[src/rtl/shrot_pkg.sv]
// Shared types and widths for the shrot_sched shift/rotate scheduler.
package shrot_pkg;

  localparam int SHROT_W     = 32;
  localparam int SHROT_SEL_W = 5;
  localparam int SHROT_CNT_W = 3;
  localparam int SHROT_IDX_W = 2;

  typedef enum logic [1:0] {
    ST_IDLE = 2'd0,
    ST_WAIT = 2'd1,
    ST_RESP = 2'd2
  } state_e;

  function automatic logic [SHROT_IDX_W-1:0] wrap_inc(input logic [SHROT_IDX_W-1:0] idx,
                                                      input int unsigned n);
    int unsigned nxt;
    nxt = (32'(idx) + 32'd1) % n;
    return nxt[SHROT_IDX_W-1:0];
  endfunction

endpackage

[src/rtl/shrot_rr_arb.sv]
// Requester arbiter: round-robin from ptr by default, lowest-index-wins
// fixed priority when SHROT_SCHED_FIXED_PRIO_EN is defined (no ptr port then).
module shrot_rr_arb
  import shrot_pkg::*;
#(
  parameter int NREQ = 2
) (
  input  logic [NREQ-1:0]        req_valid,
`ifndef SHROT_SCHED_FIXED_PRIO_EN
  input  logic [SHROT_IDX_W-1:0] ptr,
`endif
  output logic [NREQ-1:0]        grant,
  output logic [SHROT_IDX_W-1:0] win_idx,
  output logic                   any_valid
);

`ifdef SHROT_SCHED_FIXED_PRIO_EN
  always_comb begin
    grant     = '0;
    win_idx   = '0;
    any_valid = 1'b0;
    for (int unsigned k = 0; k < NREQ; k++) begin
      if (!any_valid && req_valid[k]) begin
        any_valid = 1'b1;
        grant[k]  = 1'b1;
        win_idx   = k[SHROT_IDX_W-1:0];
      end
    end
  end
`else
  always_comb begin
    int unsigned idx;
    grant     = '0;
    win_idx   = '0;
    any_valid = 1'b0;
    idx       = 0;
    // search ptr, ptr+1, ... wrapping; first valid requester wins
    for (int unsigned k = 0; k < NREQ; k++) begin
      idx = (32'(ptr) + k) % NREQ;
      if (!any_valid && req_valid[idx]) begin
        any_valid    = 1'b1;
        grant[idx]   = 1'b1;
        win_idx      = idx[SHROT_IDX_W-1:0];
      end
    end
  end
`endif

endmodule

[src/rtl/shrot_sched.sv]
// Shares one 32-bit right-shift/rotate unit among NREQ requesters.
// Define SHROT_SCHED_FIXED_PRIO_EN for fixed priority instead of round-robin.
module shrot_sched
  import shrot_pkg::*;
#(
  parameter int NREQ   = 2,
  parameter int SH_LAT = 1
) (
  input  logic                      clk,
  input  logic                      rst_n,
  input  logic [NREQ-1:0]           req_valid,
  output logic [NREQ-1:0]           req_ready,
  input  logic [SHROT_W*NREQ-1:0]   req_data,
  input  logic [SHROT_SEL_W*NREQ-1:0] req_select,
  input  logic [NREQ-1:0]           req_rotate,
  output logic [NREQ-1:0]           rsp_valid,
  input  logic [NREQ-1:0]           rsp_ready,
  output logic [SHROT_W-1:0]        rsp_data,
  output logic [SHROT_W-1:0]        sh_in,
  output logic [SHROT_SEL_W-1:0]    sh_select,
  output logic                      sh_rotate,
  input  logic [SHROT_W-1:0]        sh_out,
  output logic                      busy
);

  state_e                 state_q, state_d;
  logic [SHROT_IDX_W-1:0] op_idx_q, op_idx_d;
  logic [SHROT_W-1:0]     op_data_q, op_data_d;
  logic [SHROT_SEL_W-1:0] op_sel_q, op_sel_d;
  logic                   op_rot_q, op_rot_d;
  logic [SHROT_CNT_W-1:0] cnt_q, cnt_d;
  logic [SHROT_W-1:0]     rsp_data_q, rsp_data_d;

  logic [NREQ-1:0]        grant;
  logic [SHROT_IDX_W-1:0] win_idx;
  logic                   any_valid;
  logic                   owner_ready;

`ifndef SHROT_SCHED_FIXED_PRIO_EN
  logic [SHROT_IDX_W-1:0] ptr_q, ptr_d;
`endif

  shrot_rr_arb #(.NREQ(NREQ)) u_arb (
    .req_valid (req_valid),
`ifndef SHROT_SCHED_FIXED_PRIO_EN
    .ptr       (ptr_q),
`endif
    .grant     (grant),
    .win_idx   (win_idx),
    .any_valid (any_valid)
  );

  always_ff @(posedge clk or negedge rst_n) begin
    if (!rst_n) begin
      state_q    <= ST_IDLE;
      op_idx_q   <= '0;
      op_data_q  <= '0;
      op_sel_q   <= '0;
      op_rot_q   <= 1'b0;
      cnt_q      <= '0;
      rsp_data_q <= '0;
`ifndef SHROT_SCHED_FIXED_PRIO_EN
      ptr_q      <= '0;
`endif
    end else begin
      state_q    <= state_d;
      op_idx_q   <= op_idx_d;
      op_data_q  <= op_data_d;
      op_sel_q   <= op_sel_d;
      op_rot_q   <= op_rot_d;
      cnt_q      <= cnt_d;
      rsp_data_q <= rsp_data_d;
`ifndef SHROT_SCHED_FIXED_PRIO_EN
      ptr_q      <= ptr_d;
`endif
    end
  end

  // Response outputs and the owner's handshake, decoded from op_idx_q.
  always_comb begin
    rsp_valid   = '0;
    owner_ready = 1'b0;
    for (int unsigned k = 0; k < NREQ; k++) begin
      if (state_q == ST_RESP && op_idx_q == k[SHROT_IDX_W-1:0]) begin
        rsp_valid[k] = 1'b1;
        owner_ready  = rsp_ready[k];
      end
    end
  end

  always_comb begin
    state_d    = state_q;
    op_idx_d   = op_idx_q;
    op_data_d  = op_data_q;
    op_sel_d   = op_sel_q;
    op_rot_d   = op_rot_q;
    cnt_d      = cnt_q;
    rsp_data_d = rsp_data_q;
`ifndef SHROT_SCHED_FIXED_PRIO_EN
    ptr_d      = ptr_q;
`endif
    case (state_q)
      ST_IDLE: begin
        if (any_valid) begin
          op_idx_d = win_idx;
          for (int unsigned k = 0; k < NREQ; k++) begin
            if (grant[k]) begin
              op_data_d = req_data[SHROT_W*k +: SHROT_W];
              op_sel_d  = req_select[SHROT_SEL_W*k +: SHROT_SEL_W];
              op_rot_d  = req_rotate[k];
            end
          end
          cnt_d   = SHROT_CNT_W'(SH_LAT);
`ifndef SHROT_SCHED_FIXED_PRIO_EN
          ptr_d   = wrap_inc(win_idx, NREQ);
`endif
          state_d = ST_WAIT;
        end
      end
      ST_WAIT: begin
        cnt_d = cnt_q - SHROT_CNT_W'(1);
        if (cnt_q == SHROT_CNT_W'(1)) begin
          rsp_data_d = sh_out;
          state_d    = ST_RESP;
        end
      end
      ST_RESP: begin
        if (owner_ready) begin
          state_d = ST_IDLE;
        end
      end
      default: state_d = ST_IDLE;
    endcase
  end

  // rst_n gate keeps req_ready low while reset is asserted even with requests pending
  assign req_ready = (state_q == ST_IDLE && rst_n) ? grant : '0;
  assign rsp_data  = rsp_data_q;
  assign sh_in     = op_data_q;
  assign sh_select = op_sel_q;
  assign sh_rotate = op_rot_q;
  assign busy      = (state_q != ST_IDLE);

endmodule

[config.mk]
export PLATFORM = sky130hd
export DESIGN_NAME = shrot_sched
export DESIGN_NICKNAME = d
export VERILOG_FILES = /design/src/rtl/shrot_pkg.sv /design/src/rtl/shrot_rr_arb.sv /design/src/rtl/shrot_sched.sv
export SDC_FILE = /design/constraint.sdc
export NUM_CORES = 1
export LEC_CHECK = 0
export CAP_MARGIN = 20
export CORE_MARGIN = 5
export CORE_UTILIZATION = 36
export CTS_CLUSTER_DIAMETER = 100
export DETAILED_ROUTE_END_ITERATION = 10
export GPL_TIMING_DRIVEN = 0
export PLACE_DENSITY = 0.77
export SYNTH_ARGS = -nofsm -noshare
export SYNTH_HDL_FRONTEND = slang
export SYNTH_SLANG_ARGS = --single-unit
[constraint.sdc]
create_clock -name clk -period 1.81 [get_ports clk]
set_clock_uncertainty 0.2 [all_clocks]
set_input_delay 0.362 -clock clk [delete_from_list [all_inputs] [get_ports clk]]
set_output_delay 0.362 -clock clk [all_outputs]
set_load 0.005 [all_outputs]
==> metrics.txt <==
outcome complete, but fails checks; failing checks negative hold slack, negative setup slack; H-Tree Depth 3; Post-Syn Instances 331; sequential-to-total area share from yosys stat 52.8%; ratio of final minimum period to clock period 111%; grt ovf 0; maximum VDD drop 0.000627 V; Fin. Hold Viols 77; register bit total from synthesis 77; Root Driver clkbuf_8; RePlAce Congestion 0.827; die height 111 um; RR Startpoint cnt_q[0]; Mean Syn Cell Area 11.0 um2; post-DR wirelength/cell 18.9 um; GR Util All Layers 20.8%; Layout Utilization 66.1%; largest cells by area after synthesis dfrtp_1 53%, mux2_4 12%, a31oi_1 6.5%; hold_buf cts 2; die width 111 um; commonest non-fill, non-tap cell in the layout clkdlybuf4s50_1; final wirelength 13400 um; drt drc 0; biggest area consumer among synthesized cells dfrtp_1; Netlist cell types 33; # port buffers 187; Crit. End Element primary output; max_cap viols 0; Layout fillers 802; Critical R2R Capture rsp_data[2]; setup violators final 34; CTS Buffer Depth 2; critical path class register to primary output; CTS buffer count 9; vias in the first global route 3897; antenna-violating nets left 0; Setup TNS -1.33 ns; synthesized cell area 0.00365 mm2; syn_nets 447; Clock power frac 13.0%; layout cells sized above 1 23.0%; CTS tree done; die area 0.0122 mm2; Pwr Density 1560 mW/mm2; fin crit period 2.01 ns; Psw 3.37 mW; final setup margin -0.199 ns; Net Sw Frac 33.2%; Vias 3628; core area 0.00982 mm2; Hold Path Class input port to asynchronous set/reset pin; Synth top area share 52.8%; Max transition margin 65.4%; drt first pass iters 4; Placement Setup Slack -0.754 ns; CP max FO 3; Combinational Power Share 56.4%; CP startpoint kind register; Required @ worst endpoint 1.25 ns; Area Growth Syn to Fin 77.9%; FF-to-FF path depth 8; Initial DRC Count 177; dominant synthesized flop cell dfrtp_1; register-to-register setup slack -0.07 ns; largest net degree at the start of global routing 43; Initial Util 37.1%; CTS clk-pin slew, worst paths 0.08 ns; # rows 36; initial antenna violation count 0; Post-layout nets 686; max-slew violations 0; async set-or-reset flop fraction in the synthesized netlist 100%; Post-synth EDFFs 0; hold_ws -0.170 ns; Ports 189; RSZ-0062 raised after global routing true; CP Launch Point state_q[0]; Worst Tran Pin Value 0.519 ns; latest clock arrival within the worst-skew pair 0.34 ns; # clock sinks 77; number of synthesis warnings 0; number of cells in the finished layout apart from fillers 708; Detailed Place HPWL 9060 um; Pint 6.76 mW; P_leak 3.03 nW; most frequent cells in the layout 126 x clkdlybuf4s50_1, 77 x dfrtp_1, 43 x dlymetal6s2s_1, 39 x nand3_1; critical path endpoint rsp_valid[0]; Avg Vias per Cell 5.12; crit path DAT 1.45 ns; antenna cells 0; Flop pwr share 30.7%; first-pass GRT wire length 20800 um; Max Fclk 0.498 GHz; dpl cells 652
## cells in the mapped netlist, types with 2 or more instances
master     n
buf_6      2
o21ai_1   29
o21a_1     2
buf_2     13
a31oi_1   38
dfrtp_1   77
ha_1       2
mux2_4    29
inv_2      2
nand2b_1   2
nand2_1    2
buf_12     3
clkbuf_1  14
o21ai_0   11
nor2_1     4
inv_1      4
nand3_1   39
buf_4      2
o211ai_1   2
o22ai_1    2
mux2_1     3
a21oi_1   38
## worst min path at each step
| stage | endpoint | cells after the start | startpoint | slack (ns) |
|---|---|---|---|---|
| 2_1_floorplan | cnt_q[0] | 0 | rst_n | -0.13 |
| 3_3_place_gp | rsp_data[2] | 1 | rsp_data[2] | 0.27 |
| 6_report | rsp_data[7] | 3 | rst_n | -0.17 |
| 5_1_grt | rsp_data[7] | 3 | rst_n | -0.17 |
| 4_1_cts | rsp_data[5] | 3 | rst_n | -0.18 |
| 3_5_place_dp | rsp_data[5] | 1 | rst_n | 0.16 |
## flip-flops by register name, summed over array words and instances, names as in the netlist
name       cells
sh_rotate      1
rsp_data      32
op_idx_q       1
sh_select      5
cnt_q          3
state_q        2
sh_in         32
ptr_q          1
## power groups by stage
stage,clock [mW],sequential (mW),combinational (mW)
2_1_floorplan,0,3.14,2.29
3_3_place_gp,0,3.07,4.78
3_5_place_dp,0,3.13,4.87
4_1_cts,1.34,3.10,5.59
5_1_grt,1.43,3.21,6.12
6_report,1.31,3.11,5.71
## layer usage
| layer | track usage, % | vias to the layer above | wire [um] |
|---|---|---|---|
| li1 | - | 1691 | - |
| met1 | 26.2 | 1759 | 5780 |
| met2 | 34.4 | 163 | 6510 |
| met3 | 6.93 | 15 | 883 |
| met4 | 5.42 | 0 | 208 |
| met5 | 0 | - | 0 |
## timing repair
| item | in CTS | in global routing |
|---|---|---|
| endpoints found under the hold margin | 60 | 77 |
| setup endpoints to repair | 85 | 130 |
| pin swaps | 3 | 2 |
| buffers inserted | 18 | 22 |
| cloned | 3 | 0 |
| gates resized for setup | 59 | 63 |
## cell families after synthesis
| family | synth area share [%] |
|---|---|
| buffers and inverters | 6.52 |
| multiplexers | 13.2 |
| AO/OA/AOI/OAI | 18.8 |
| AND/OR/NAND/NOR | 7.75 |
| adder cells (fa/ha/maj) | 0.686 |
| flip-flops | 52.8 |
| XOR/XNOR | 0.240 |
## critical path, stage by stage, from the launching register on
cell and delay (ns):
dfrtp_1 0.43, buf_4 0.16, or2b_1 0.26, nor2_1 0.12
buf_2 0.14
## per-stage QoR
stage	power [mW]	instance area, um2
floorplan	5.44	3650
global placement	7.85	5690
global route	10.8	6490
CTS	10.0	6270
detailed placement	8.00	5700
finish	10.1	6490
## area by class of cell
| cell class | count | area (um2) | share of cell area, % |
|---|---|---|---|
| Clock buffer | 9 | 124 | 1.91 |
| Timing Repair Buffer | 231 | 2430 | 37.4 |
| Buffer | 31 | 205 | 3.16 |
| Inverter | 6 | 22.5 | 0.347 |
| Multi-Input combinational cell | 214 | 1540 | 23.8 |
| Clock inverter | 7 | 72.6 | 1.12 |
| Sequential cell | 77 | 1930 | 29.7 |
| Tap cell | 133 | 166 | 2.57 |
No activity file was read; power rests on OpenSTA's default activity.
